File: config.mk
export PLATFORM = sky130hd
export DESIGN_NAME = ip_sequencer
export DESIGN_NICKNAME = d
export VERILOG_FILES = /design/src/rtl/ip_sequencer.sv
export SDC_FILE = /design/constraint.sdc
export NUM_CORES = 1
export LEC_CHECK = 0
export CORE_AREA = 2 2 96 98
export DETAILED_ROUTE_END_ITERATION = 16
export DIE_AREA = 0 0 98 100
export PLACE_DENSITY_LB_ADDON = 0.08
export SLEW_MARGIN = 15
export SYNTH_ARGS = -nofsm -noshare
export SYNTH_HDL_FRONTEND = slang
export SYNTH_SLANG_ARGS = --single-unit
export TNS_END_PERCENT = 5
File: constraint.sdc
create_clock -name clock -period 3.45 [get_ports clock]
set_clock_uncertainty 0.15 [all_clocks]
set_input_delay 0.69 -clock clock [delete_from_list [all_inputs] [get_ports clock]]
set_output_delay 0.69 -clock clock [all_outputs]
set_load 0.02 [all_outputs]
File: src/rtl/ip_sequencer.sv
// Boot and fetch sequencer for the InstructionProcessor: loads ip/sp, then
// feeds one fetched word per FETCH/WAIT/ISSUE loop and pins ip while stalled.
module ip_sequencer #(
   parameter int                 WIDTH       = 16,
   parameter int                 REGS_CODING = 8,
   parameter logic [WIDTH-1:0]   NOP         = 16'b1_0000_1011_00_00_00,
   parameter int                 TIMEOUT     = 15
) (
   input  logic                   clock,
   input  logic                   nReset,
   input  logic                   start,
   input  logic                   halt,
   input  logic [WIDTH-1:0]       bootIP,
   input  logic [WIDTH-1:0]       bootSP,
   input  logic [WIDTH-1:0]       ROMAddress,
   output logic [REGS_CODING-1:0] regChoose,
   output logic [WIDTH-1:0]       regData,
   output logic [WIDTH-1:0]       ROMData,
   output logic                   memReq,
   output logic [WIDTH-1:0]       memAddr,
   input  logic                   memValid,
   input  logic [WIDTH-1:0]       memData,
   output logic                   running,
   output logic                   fault,
   output logic [WIDTH-1:0]       instrCount
);

   localparam int CNT_W = (TIMEOUT < 2) ? 1 : $clog2(TIMEOUT + 1);
   localparam logic [CNT_W-1:0]       WAIT_LAST = CNT_W'(TIMEOUT - 1);
   localparam logic [REGS_CODING-1:0] SEL_IP    = REGS_CODING'(8'b1000_0000);
   localparam logic [REGS_CODING-1:0] SEL_SP    = REGS_CODING'(8'b0100_0000);
   localparam logic [REGS_CODING-1:0] SEL_NONE  = {REGS_CODING{1'b0}};
   localparam logic [WIDTH-1:0]       ZERO_W    = {WIDTH{1'b0}};

   typedef enum logic [2:0] {
      S_IDLE    = 3'd0,
      S_LOAD_IP = 3'd1,
      S_LOAD_SP = 3'd2,
      S_FETCH   = 3'd3,
      S_WAIT    = 3'd4,
      S_ISSUE   = 3'd5,
      S_HALTED  = 3'd6,
      S_FAULT   = 3'd7
   } state_t;

   state_t             state_q, state_d;
   logic [WIDTH-1:0]   held_addr_q, held_addr_d;
   logic [WIDTH-1:0]   instr_q, instr_d;
   logic [WIDTH-1:0]   boot_ip_q, boot_ip_d;
   logic [WIDTH-1:0]   boot_sp_q, boot_sp_d;
   logic [CNT_W-1:0]   wait_cnt_q, wait_cnt_d;
   logic [WIDTH-1:0]   instr_count_q, instr_count_d;

   // State and datapath registers.
   always_ff @(posedge clock or negedge nReset) begin
      if (!nReset) begin
         state_q       <= S_IDLE;
         held_addr_q   <= ZERO_W;
         instr_q       <= ZERO_W;
         boot_ip_q     <= ZERO_W;
         boot_sp_q     <= ZERO_W;
         wait_cnt_q    <= {CNT_W{1'b0}};
         instr_count_q <= ZERO_W;
      end else begin
         state_q       <= state_d;
         held_addr_q   <= held_addr_d;
         instr_q       <= instr_d;
         boot_ip_q     <= boot_ip_d;
         boot_sp_q     <= boot_sp_d;
         wait_cnt_q    <= wait_cnt_d;
         instr_count_q <= instr_count_d;
      end
   end

   // Next-state and register update logic.
   always_comb begin
      state_d       = state_q;
      held_addr_d   = held_addr_q;
      instr_d       = instr_q;
      boot_ip_d     = boot_ip_q;
      boot_sp_d     = boot_sp_q;
      wait_cnt_d    = wait_cnt_q;
      instr_count_d = instr_count_q;
      case (state_q)
         S_IDLE, S_FAULT: begin
            if (start) begin
               boot_ip_d = bootIP;
               boot_sp_d = bootSP;
               state_d   = S_LOAD_IP;
            end else begin
               state_d   = state_q;
            end
         end
         S_LOAD_IP: state_d = S_LOAD_SP;
         S_LOAD_SP: state_d = S_FETCH;
         S_FETCH: begin
            held_addr_d = ROMAddress;
            wait_cnt_d  = {CNT_W{1'b0}};
            state_d     = S_WAIT;
         end
         S_WAIT: begin
            // A response in the last allowed cycle still beats the timeout.
            if (memValid) begin
               instr_d = memData;
               state_d = S_ISSUE;
            end else if (wait_cnt_q == WAIT_LAST) begin
               state_d = S_FAULT;
            end else begin
               wait_cnt_d = wait_cnt_q + {{(CNT_W-1){1'b0}}, 1'b1};
            end
         end
         S_ISSUE: begin
            instr_count_d = instr_count_q + {{(WIDTH-1){1'b0}}, 1'b1};
            if (halt) begin
               state_d = S_HALTED;
            end else begin
               state_d = S_FETCH;
            end
         end
         S_HALTED: begin
            if (!halt) begin
               state_d = S_FETCH;
            end else begin
               state_d = S_HALTED;
            end
         end
         default: state_d = S_IDLE;
      endcase
   end

   // Output decode from state and held registers.
   always_comb begin
      regChoose = SEL_NONE;
      regData   = ZERO_W;
      ROMData   = NOP;
      memReq    = 1'b0;
      memAddr   = held_addr_q;
      running   = 1'b0;
      fault     = 1'b0;
      case (state_q)
         S_LOAD_IP: begin
            regChoose = SEL_IP;
            regData   = boot_ip_q;
         end
         S_LOAD_SP: begin
            regChoose = SEL_SP;
            regData   = boot_sp_q;
         end
         S_FETCH: begin
            regChoose = SEL_IP;
            regData   = ROMAddress;
            running   = 1'b1;
         end
         S_WAIT: begin
            // Re-pin ip every stalled cycle so the processor cannot advance.
            memReq    = 1'b1;
            regChoose = SEL_IP;
            regData   = held_addr_q;
            running   = 1'b1;
         end
         S_ISSUE: begin
            ROMData   = instr_q;
            running   = 1'b1;
         end
         S_FAULT:  fault = 1'b1;
         default: begin
            regChoose = SEL_NONE;
         end
      endcase
   end

   assign instrCount = instr_count_q;

endmodule

## After elaboration in Yosys (flattened, before gate mapping)

Index checks and enable logic that the tools add are counted.

- Register bits after elaboration: 87
- Input port bits: 69
- Output and inout bits: 75
- Word-level logic and storage cells: 45

- Add/sub/neg operators: 2
- Equality and inequality tests: 12
- Mux-type cells: 14
- Reduce and logical (&&, ||, !) cells: 10

Operators with widths:

| cell | number |
|---|---|
| $pmux W16 S4 | 1 |
| $pmux W3 S6 | 1 |
| $add A16 B1 Y16 const B | 1 |
| $mux W16 | 1 |
| $pmux W8 S2 | 1 |
| $eq A3 B3 Y1 const B | 4 |
| $mux W3 | 4 |
| $mux W4 | 2 |
| $pmux W4 S2 | 1 |
| $eq A3 B2 Y1 const B | 2 |
| $ne A2 B2 Y1 const B | 3 |
| $reduce_and A2 Y1 | 3 |
| $reduce_or A3 Y1 | 2 |
| $add A4 B1 Y4 const B | 1 |
| $eq A4 B4 Y1 const B | 1 |
| $reduce_or A2 Y1 | 2 |
| $eq A3 B1 Y1 const B | 1 |
| $logic_not A3 Y1 | 1 |
| $mux W1 | 3 |
| $ne A3 B3 Y1 const B | 1 |
| $reduce_and A3 Y1 | 1 |
| $reduce_bool A2 Y1 | 1 |

## Depth between registers and ports, before layout

Gate-level depths: netlist of run 1.

- Depth after elaboration: 4
- Depth in mapped cells: 6

## Worst setup path after synthesis of run 1

OpenSTA, ideal clock, no wires.

- Path type: reg-to-output
- From: register state_q[1]
- To: output regData[0]
- Arrival time: 1.436 ns
- Slack: 1.174 ns
- Stages on the path, launching flop included: 6
- Buffers on the path: 2
- Cells stage by stage: dfrtp_1 -> buf_6 -> nor2b_1 -> clkbuf_1 -> a22oi_1 -> o22ai_1

- Cells in the longest elaborated chain, start to end: 2
- Elaborated cells on any way between the ends: 5

RTL lines:

| item | line | text |
|---|---|---|
| from (decl) | 46 | `state_t state_q, state_d;` |
| from (signal assigned) | 65 | `state_q <= state_d;` |
| $eq A3 B3 Y1 (tied with other cells) | 140 | `case (state_q)` |
| $pmux W16 S4 (*) | 140 |  |
| to (decl) | 17 | `output logic [WIDTH-1:0] regData,` |

Mark *: on every way between the ends. The rest lies on a longest branch, timed or not.

## Final worst setup path of run 1

- From: register state_q[1]
- To: output regData[14]

Same word-level chain as after synthesis.

==> results of run 1 <==
-- how the worst max path moves through the flow --
stage	end	slack, ps	depth (start not counted)
2_1_floorplan	regData[0]	1170	5
3_3_place_gp	regData[13]	520	4
3_5_place_dp	regData[14]	530	4
4_1_cts	regData[14]	210	4
5_1_grt	regData[13]	110	4
6_report	regData[14]	230	4
-- kinds of logic after synthesis --
kind of cell,Yosys count
buf+inv,33
flops,87
compound gates,47
fa+ha+maj,3
other cells,1
simple gates,67
xor+xnor,16
mux,81
-- placed cells by master, fill, tap and decap left out, drive strengths merged, types with 2 or more instances in the layout --
master / Yosys / routed
xnor2: 13 / 13
nor3b: 2 / 2
nand3: 14 / 14
mux2i: 16 / 16
dfrtp: 87 / 87
a22oi: 16 / 16
clkinvlp: 0 / 2
a31oi: 2 / 2
ha: 3 / 3
nand2: 7 / 7
o21ai: 5 / 5
and2: 13 / 13
conb: 1 / 6
and3: 6 / 6
a21oi: 3 / 3
nor3: 3 / 3
mux2: 65 / 65
nand2b: 8 / 8
clkdlybuf4s50: 0 / 136
inv: 4 / 5
buf: 24 / 14
and4: 2 / 2
clkbuf: 5 / 12
nand4: 3 / 3
xor2: 3 / 3
nor2: 2 / 2
nor2b: 4 / 4
o22ai: 17 / 17
-- through the flow --
step | instances | utilization
after detailed placement | 572 | 0.637
final | 588 | 0.659
after CTS | 588 | 0.659
after global routing | 588 | 0.659
after global placement | 572 | 0.637
after floorplan | 340 | -
-- per-layer routing --
metal  vias up  share of wire
met2        99           0.47
met5         -              0
met1      1499           0.46
met4         0         0.0071
li1       1465              -
met3         6          0.061
-- where the power goes --
group,switching (mW),internal [mW]
clock,0.365,0.358
sequential,0.302,1.46
combinational,1.25,1.42
total,1.92,3.24
-- flip-flops by register name, summed over array words and instances, names as in the netlist --
signal      cells
boot_ip_q      16
memAddr        16
instrCount     16
wait_cnt_q      4
instr_q        16
boot_sp_q      16
state_q         3
-- layout make-up --
type / count / area (um2)
multi-input combinational: 220 / 1850
clock buffer: 12 / 145
sequential: 87 / 2180
tap: 111 / 139
inverter: 4 / 15.0
clock inverter: 4 / 53.8
timing repair buffer: 150 / 1480
fill: 711 / 3030
==> reports/results.tsv, run 1 <==
stage	metric	value	unit
worst_setup_path	critical path arrival	2380	ps
sta	Worst-Margin Slew	1090	ps
placed_design	DP Wirelength	6660	um
global_routing	met2 GRT Util	0.331	
yosys	Distinct cells, synth	41	
placed_design	Port-buffer cells	137	
worst_setup_path	Critical Path Sink Type	primary output	
sta	max-slew violation count	0	
yosys	Post-synth EDFFs	0	
power	power density cells	880	nW/um2
global_routing	layer with the highest usage	met2	
cts	TritonCTS clock tree	built	
global_routing	antenna violations before repair	0	
cts	worst skew pair latency	350	ps
power	Leak	2.47	nW
yosys	Syn Area/Cell	12.6	um2
worst_setup_path	CP peak stage delay	630	ps
worst_setup_path	CP Data Required Time	2610	ps
worst_setup_path	Largest delay share family, worst path	buffers and inverters	
die	die span in x	98	um
yosys	area fraction in compound gates after synthesis	0.0747	
placed_design	pre-CTS WS	527	ps
worst_setup_path	FF-to-FF Start	state_q[2]	
cts	Root Buffer Master	clkbuf_8	
sta	final setup vio count	0	
sta	Worst slew margin	0.268	
sta	RSZ-0062 raised after global routing	no	
die	core area	8890	um2
drt	Via Count	3069	
power	Total Power	5.16	mW
yosys	Seq cells post-synth	87	
yosys	Mapped Cells	335	
run_status	run status	finished clean	
placed_design	routability cong.	0.757	
yosys	main flop type after synthesis	dfrtp_1	
sta	Worst Setup Slack, final	231	ps
worst_setup_path	Reg2Reg Setup Slack	1070	ps
finish	Net count, final	544	
finish	area delta synth->final	38.8	%
yosys	combinational family with the most area after synthesis	multiplexers	
worst_setup_path	Buf/Inv on CP	2	
worst_setup_path	Setup crit start kind	flip-flop	
cts	hold buffers post-CTS	0	
cts	Post-CTS Setup Bufs	0	
sta	Tmin final	3220	ps
finish	ANT cells	0	
cts	H-tree levels	3	
yosys	Post-Synth Simple-Gate Area	0.0940	
sta	final hold viol count	0	
drt	WL per Instance	16.5	um
yosys	register area share after synthesis	0.516	
yosys	synth cell count leaders	dfrtp_1 (87), mux2_2 (54), o22ai_1 (17), a22oi_1 (16), mux2i_1 (16)	
global_routing	met3 GRT Util	0.0703	
finish	fraction of layout cells with a size suffix above 1	0.199	
yosys	share of the synthesized area in the top cell type	0.516	
yosys	xor/xnor share of the synthesized area	0.0332	
die	site row count	35	
cts	Max clock buf depth	2	
yosys	Async SR Flop Fraction	1.00	
global_routing	vias in the first global route	3154	
die	Boundary Pins	144	
drt	via density per instance	5.22	
worst_setup_path	Setup crit start	state_q[1]	
yosys	mux contribution to synthesized area	0.220	
worst_setup_path	r2r endpoint	boot_sp_q[13]	
cts	TritonCTS Buffers	9	
yosys	largest cells by area after synthesis	dfrtp_1 (52%), mux2_2 (14%), mux2i_1 (3.8%)	
global_routing	pin count of the biggest net entering global routing	44	
worst_setup_path	CP Max Fanout	17	
yosys	top-count cell post-synth	dfrtp_1	
drt	residual DRC count	0	
worst_setup_path	Cell Chain, Critical Path	buf_4 -> nand2b_1 -> o22ai_1 -> clkdlybuf4s50_1	
die	Starting Density	0.475	
power	IR drop worst, VDD	0.472	mV
sta	Max Fclk	311	MHz
sta	setup_tns	0	ps
yosys	Ys Warns	0	
sta	WHS	169	ps
cts	clock-pin slew on the worst setup and hold paths	80	ps
cts	CTS resizes	0	
worst_setup_path	Slowest-stage cell, CP	clkdlybuf4s50_1	
worst_setup_path	Worst Setup Path Type	reg2out	
drt	antenna viol nets, final	0	
placed_design	Placed Area	5660	um2
drt	drt initial violations	83	
worst_setup_path	cell count of the worst reg-to-reg path	3	
die	DIE AREA	9800	um2
drt	final WL	9680	um
drt	TritonRoute pass-1 iters	4	
global_routing	met1 Usage GRT	0.260	
run	Max Cap Viol	0	
die	die height	100	um
yosys	cell type with the largest total area after synthesis	dfrtp_1	
global_routing	total congestion overflow	0	
yosys	Synth Area in Adders	0.00889	
global_routing	gr usage total	0.201	
cts	Clock Sinks	87	
min_path	min-delay worst type	in2async	
finish	Final Cell Area	5860	um2
global_routing	first-pass GRT wire length	15600	um
sta	Tcrit/Tclk final	0.933	
yosys	Netlist Area Pre-Place	4220	um2
No activity file was read; power rests on OpenSTA's default activity.
==> run 2: changes to the inputs <==
--- a/config.mk
+++ b/config.mk
@@ -5,9 +5,9 @@
 export SDC_FILE = /design/constraint.sdc
 export NUM_CORES = 1
 export LEC_CHECK = 0
-export CORE_AREA = 2 2 96 98
+export CORE_AREA = 2 2 109 111
 export DETAILED_ROUTE_END_ITERATION = 16
-export DIE_AREA = 0 0 98 100
+export DIE_AREA = 0 0 111 113
 export PLACE_DENSITY_LB_ADDON = 0.08
 export SLEW_MARGIN = 15
 export SYNTH_ARGS = -nofsm -noshare
==> run 2 against run 1 <==
  * Sequential cell count did not move
  * First-iteration DRC count rose by 37%
  * Sequential share of layout area fell by 1.0 points
  * Critical path type unchanged
  * Highest routed layer unchanged
==> reports/results.tsv, run 2 (synthesis results as in run 1) <==
stage	metric	value	unit	change
cts	CTS resizes	0		unchanged
drt	Via Count	3073		was 3069
worst_setup_path	Critical Path Sink Type	primary output		unchanged
finish	fraction of layout cells with a size suffix above 1	0.199		unchanged
placed_design	Port-buffer cells	137		unchanged
die	die height	113	um	was 100 um
sta	Worst slew margin	0.259		was 0.268
drt	antenna viol nets, final	0		unchanged
cts	clock-pin slew on the worst setup and hold paths	60	ps	was 80 ps
cts	TritonCTS Buffers	9		unchanged
cts	Root Buffer Master	clkbuf_16		was clkbuf_8
worst_setup_path	r2r endpoint	boot_sp_q[4]		was boot_sp_q[13]
sta	final setup vio count	0		unchanged
finish	Net count, final	544		unchanged
die	site row count	39		was 35
die	Starting Density	0.375		was 0.475
sta	Max Fclk	316	MHz	was 311 MHz
worst_setup_path	CP Max Fanout	17		unchanged
die	die span in x	111	um	was 98 um
power	IR drop worst, VDD	0.388	mV	was 0.472 mV
run	Max Cap Viol	0		unchanged
global_routing	first-pass GRT wire length	17400	um	was 15600 um
drt	via density per instance	4.96		was 5.22
power	Total Power	5.50	mW	was 5.16 mW
cts	Max clock buf depth	2		unchanged
run_status	run status	finished clean		unchanged
cts	Clock Sinks	87		unchanged
drt	residual DRC count	0		unchanged
worst_setup_path	critical path arrival	2330	ps	was 2380 ps
placed_design	DP Wirelength	7210	um	was 6660 um
finish	area occupied by multi-input gates	1850	um2	unchanged
finish	commonest non-fill, non-tap cell in the layout	clkdlybuf4s50_1		unchanged
placed_design	routability cong.	0.715		was 0.757
sta	max-slew violation count	0		unchanged
worst_setup_path	Worst Setup Path Type	reg2out		unchanged
cts	TritonCTS clock tree	built		unchanged
sta	Worst-Margin Slew	1110	ps	was 1090 ps
sta	Tcrit/Tclk final	0.919		was 0.933
global_routing	antenna violations before repair	0		unchanged
die	Boundary Pins	144		unchanged
power	power density cells	912	nW/um2	was 880 nW/um2
drt	TritonRoute pass-1 iters	4		unchanged
die	DIE AREA	12500	um2	was 9800 um2
cts	worst skew pair latency	330	ps	was 350 ps
drt	final WL	10400	um	was 9680 um
drt	WL per Instance	16.7	um	was 16.5 um
worst_setup_path	cell count of the worst reg-to-reg path	4		was 3
finish	most frequent cells in the layout	clkdlybuf4s50_1 (136), dfrtp_1 (87), mux2_2 (54)		unchanged
sta	WHS	250	ps	was 169 ps
cts	Post-CTS Setup Bufs	0		unchanged
finish	Fillers	1020		was 711
cts	H-tree levels	3		unchanged
global_routing	vias in the first global route	3314		was 3154
finish	area delta synth->final	42.7	%	was 38.8%
worst_setup_path	FF-to-FF Start	state_q[1]		was state_q[2]
global_routing	pin count of the biggest net entering global routing	51		was 44
global_routing	total congestion overflow	0		unchanged
finish	ANT cells	0		unchanged
die	core area	11300	um2	was 8890 um2
drt	drt initial violations	114		was 83
sta	final hold viol count	0		unchanged
worst_setup_path	Setup crit start kind	flip-flop		unchanged
cts	hold buffers post-CTS	0		unchanged
sta	setup_tns	0	ps	unchanged
finish	Sequential cell area	2180	um2	unchanged
min_path	min-delay worst type	in2async		unchanged
power	Leak	2.53	nW	was 2.47 nW
worst_setup_path	Reg2Reg Setup Slack	950	ps	was 1070 ps
sta	Tmin final	3170	ps	was 3220 ps
sta	RSZ-0062 raised after global routing	no		unchanged
global_routing	gr usage total	0.173		was 0.201
worst_setup_path	CP Data Required Time	2610	ps	about the same
-- run 2: cell types whose count changed in the layout (fill, tap and decap cells not counted) --
cell | before | now
clkbuf_16 | 0 | 9
clkbuf_8 | 10 | 2
clkinvlp_4 | 2 | 0
bufinv_16 | 1 | 2
clkinv_2 | 0 | 1
inv_6 | 1 | 0
-- run 2: report_power, final --
part	total (mW)	switching, mW	internal, mW
logic	2.67	1.25	1.42
registers	1.77	0.309	1.46
clock network	1.06	0.385	0.674
total	5.50	1.95	3.55
-- run 2: critical path, stage by stage (launching register included) --
cell,delay (ps)
dfrtp_1,540
nor2b_1,330
buf_4,230
a22oi_1,100
o22ai_1,160
clkdlybuf4s50_1,640
-- run 2: worst max path at each step --
stage / slack (ps) / to / depth (start not counted) / from
final: 280 / regData[5] / 5 / state_q[2]
after global routing: 30 / ROMData[1] / 3 / state_q[2]
after CTS: 220 / ROMData[15] / 3 / state_q[2]
after detailed placement: 500 / regData[10] / 4 / ROMAddress[10]
after global placement: 500 / regData[15] / 4 / ROMAddress[15]
after floorplan: 1170 / regData[0] / 5 / state_q[1]
-- run 2: final cells by class --
cell class / instances / share of cell area
sequential: 87 / 0.361
multi-input combinational: 220 / 0.307
timing repair buffer: 150 / 0.245
clock buffer: 13 / 0.0432
tap: 143 / 0.0297
clock inverter: 3 / 0.0108
inverter: 4 / 0.00249
-- run 2: per-stage QoR --
step	setup slack, ps	utilization	instances	instance area, um2
floorplan	1170	-	340	4240
global placement	503	0.506	604	5700
detailed placement	503	0.506	604	5700
CTS	222	0.534	620	6020
global route	34.4	0.534	620	6020
finish	281	0.534	620	6020
-- run 2: routing by layer --
metal	vias up	GRT usage	wire length (um)
met1	1502	0.224	4770
met5	-	0	0
li1	1467	-	-
met4	0	0.0575	128
met2	95	0.285	4830
met3	9	0.0434	641
==> run 3: changes to the inputs <==
--- a/config.mk
+++ b/config.mk
@@ -5,9 +5,10 @@
 export SDC_FILE = /design/constraint.sdc
 export NUM_CORES = 1
 export LEC_CHECK = 0
-export CORE_AREA = 2 2 109 111
+export ABC_AREA = 1
+export CORE_AREA = 2 2 110 112
 export DETAILED_ROUTE_END_ITERATION = 16
-export DIE_AREA = 0 0 111 113
+export DIE_AREA = 0 0 112 114
 export PLACE_DENSITY_LB_ADDON = 0.08
 export SLEW_MARGIN = 15
 export SYNTH_ARGS = -nofsm -noshare
==> run 3 against run 2 <==
  * Critical path depth grew 1
  * Largest power group unchanged
  * Non-clock buffer count shrank 7
  * Cell count grew 32%
  * Routed wire length grew 7.6%
==> reports/results.tsv, run 3 <==
stage	metric	value	unit	change
run_status	run status	finished clean		unchanged
finish	area occupied by multi-input gates	1690	um2	was 1850 um2
yosys	top-count cell post-synth	nand2_1		was dfrtp_1
sta	RSZ-0062 raised after global routing	no		unchanged
cts	Post-CTS Setup Bufs	0		unchanged
sta	Worst slew margin	0.392		was 0.259
global_routing	pin count of the biggest net entering global routing	53		was 51
worst_setup_path	Reg2Reg Setup Slack	1280	ps	was 950 ps
worst_setup_path	Worst Setup Path Type	reg2out		unchanged
cts	Max clock buf depth	2		unchanged
die	site row count	40		was 39
finish	commonest non-fill, non-tap cell in the layout	nand2_1		was clkdlybuf4s50_1
run	Max Cap Viol	0		unchanged
power	Leak	2.86	nW	was 2.53 nW
die	Starting Density	0.369		was 0.375
cts	TritonCTS Buffers	9		unchanged
sta	max-slew violation count	0		unchanged
yosys	share of the synthesized area in the top cell type	0.504		was 0.516
die	Boundary Pins	144		unchanged
sta	final hold viol count	0		unchanged
placed_design	Port-buffer cells	137		unchanged
yosys	Syn Area/Cell	8.07	um2	was 12.6 um2
finish	Net count, final	742		was 544
finish	area delta synth->final	40.5	%	was 42.7%
sta	Tmin final	3270	ps	was 3170 ps
power	switching portion of total power	0.403		was 0.354
cts	CTS resizes	0		unchanged
yosys	Seq cells post-synth	87		unchanged
yosys	Async SR Flop Fraction	1.00		unchanged
worst_setup_path	Buf/Inv on CP	3		was 2
drt	antenna viol nets, final	0		unchanged
yosys	Ys Warns	0		unchanged
placed_design	routability cong.	0.922		was 0.715
power	logic gate share of total power	0.465		was 0.486
min_path	min-delay worst type	in2async		unchanged
yosys	Mapped Cells	535		was 335
die	die height	114	um	was 113 um
global_routing	vias in the first global route	3646		was 3314
sta	Tcrit/Tclk final	0.948		was 0.919
power	IR drop worst, VDD	0.501	mV	was 0.388 mV
global_routing	gr usage total	0.177		was 0.173
worst_setup_path	CP peak stage delay	670	ps	was 640 ps
sta	Max Fclk	306	MHz	was 316 MHz
yosys	synth cell count leaders	nand2_1 (157), dfrtp_1 (87), inv_1 (81), o21ai_0 (60), nor2_1 (45)		was dfrtp_1 (87), mux2_2 (54), o22ai_1 (17), a22oi_1 (16), mux2i_1 (16)
cts	worst skew pair latency	330	ps	about the same
drt	TritonRoute pass-1 iters	4		unchanged
yosys	register area share after synthesis	0.504		was 0.516
worst_setup_path	Setup crit start kind	flip-flop		unchanged
finish	ANT cells	0		unchanged
yosys	cell type with the largest total area after synthesis	dfrtp_1		unchanged
global_routing	total congestion overflow	0		unchanged
power	Flop pwr share	0.351		was 0.322
sta	setup_tns	0	ps	unchanged
drt	drt initial violations	154		was 114
finish	fraction of layout cells with a size suffix above 1	0.0579		was 0.199
drt	residual DRC count	0		unchanged
die	die span in x	112	um	was 111 um
yosys	Post-synth EDFFs	0		unchanged
worst_setup_path	critical path arrival	2430	ps	was 2330 ps
power	Internal Power	2.90	mW	was 3.55 mW
drt	WL per Instance	13.6	um	was 16.7 um
global_routing	antenna violations before repair	0		unchanged
worst_setup_path	Largest delay share family, worst path	buffers and inverters		unchanged
worst_setup_path	Slowest-stage cell, CP	clkdlybuf4s50_1		unchanged
cts	Root Buffer Master	clkbuf_16		unchanged
cts	TritonCTS clock tree	built		unchanged
yosys	main flop type after synthesis	dfrtp_1		unchanged
sta	final setup vio count	0		unchanged
drt	final WL	11200	um	was 10400 um
yosys	Distinct cells, synth	29		was 41
cts	clock-pin slew on the worst setup and hold paths	60	ps	about the same
finish	Fillers	1137		was 1020
placed_design	DP Wirelength	8220	um	was 7210 um
worst_setup_path	CP Max Fanout	17		unchanged
cts	hold buffers post-CTS	0		unchanged
cts	Clock Sinks	87		unchanged
worst_setup_path	CP Data Required Time	2610	ps	about the same
sta	Worst-Margin Slew	907	ps	was 1110 ps
worst_setup_path	Cell Chain, Critical Path	inv_1 -> nand3_1 -> inv_2 -> nand2_1 -> o2111ai_1 -> clkdlybuf4s50_1		was nor2b_1 -> buf_4 -> a22oi_1 -> o22ai_1 -> clkdlybuf4s50_1
die	DIE AREA	12800	um2	was 12500 um2
power	switching pwr	1.95	mW	about the same
cts	H-tree levels	3		unchanged
yosys	largest cells by area after synthesis	dfrtp_1 (50%), nand2_1 (14%), inv_1 (7.0%)		was dfrtp_1 (52%), mux2_2 (14%), mux2i_1 (3.8%)
finish	most frequent cells in the layout	nand2_1 (157), clkdlybuf4s50_1 (136), dfrtp_1 (87)		was clkdlybuf4s50_1 (136), dfrtp_1 (87), mux2_2 (54)
power	power density cells	800	nW/um2	was 912 nW/um2
die	core area	11700	um2	was 11300 um2
finish	Util after Layout	0.518		was 0.534
drt	Via Count	3831		was 3073
drt	via density per instance	4.67		was 4.96
global_routing	first-pass GRT wire length	18000	um	was 17400 um
finish	Sequential cell area	2180	um2	unchanged
worst_setup_path	Critical Path Sink Type	primary output		unchanged
power	clock share of power	0.184		was 0.193
yosys	Netlist Area Pre-Place	4320	um2	was 4220 um2
[run 3: changes by cell type in the layout (fill, tap and decap cells not counted), moves of 13 or more]
cell / delta
o21ai_0: +56
and2_1: -13
nand2_1: +150
nor2_1: +43
mux2_2: -54
a22oi_1: -16
o22ai_1: -17
mux2i_1: -16
inv_1: +77
o2111ai_1: +16
[run 3: metrics by stage]
stage	instances	hold WS, ps	total power, mW	area (um2)	worst slack [ps]
4_1_cts	821	177	4.91	6060	169
2_1_floorplan	540	244	2.99	4340	1150
3_3_place_gp	806	297	3.96	5800	576
6_report	821	162	4.85	6060	178
3_5_place_dp	806	303	3.99	5800	536
5_1_grt	821	194	5.20	6060	72.1
[run 3: kinds of logic (layout without fill, tap and decap cells)]
| kind of cell | Yosys count | in the layout | synth area share |
|---|---|---|---|
| AO/OA/AOI/OAI | 91 | 91 | 0.124 |
| XOR/XNOR | 10 | 10 | 0.0203 |
| adder cells (fa/ha/maj) | 3 | 3 | 0.00870 |
| buffers and inverters | 107 | 241 | 0.109 |
| flip-flops | 87 | 87 | 0.504 |
| other | 1 | 6 | 0.000869 |
| AND/OR/NAND/NOR | 236 | 236 | 0.232 |
[run 3: layer usage]
layer	vias up	part of all wire	wire length, um	track usage
met5	-	0	0	0
met4	0	0.020	227	0.0732
met3	18	0.068	758	0.0420
met2	131	0.47	5240	0.290
met1	1750	0.44	4930	0.228
li1	1932	-	-	-
[run 3: worst reg2reg max path, stage by stage (launching register included)]
cell      delay [ps]
dfrtp_1          560
o211ai_4         820
buf_4            390
nand2_1           90
o21ai_0           80
[run 3: final timing paths]
check | startpoint | end | cells after the start
worst min register to register | instr_q[6] | instr_q[6] | 2
min in group clock | instr_q[6] | instr_q[6] | 2
worst max-delay path | state_q[2] | regData[6] | 6
worst max register to register | state_q[2] | boot_sp_q[7] | 4
max in group asynchronous | nReset | boot_sp_q[3] | 2
worst min-delay path | nReset | instrCount[9] | 1
[run 3: final cells by class]
type                       instances  share of cell area
tap                              147              0.0303
multi-input combinational        346               0.278
timing repair buffer             143               0.237
inverter                          83              0.0514
clock buffer                      11              0.0400
sequential                        87               0.359
clock inverter                     4             0.00371
[run 3: power groups by stage]
stage	Combinational [mW]	Sequential, mW	Clock (mW)
6_report	2.26	1.70	0.891
5_1_grt	2.49	1.76	0.960
4_1_cts	2.29	1.71	0.915
3_5_place_dp	2.27	1.72	0
3_3_place_gp	2.25	1.71	0
2_1_floorplan	1.22	1.77	0
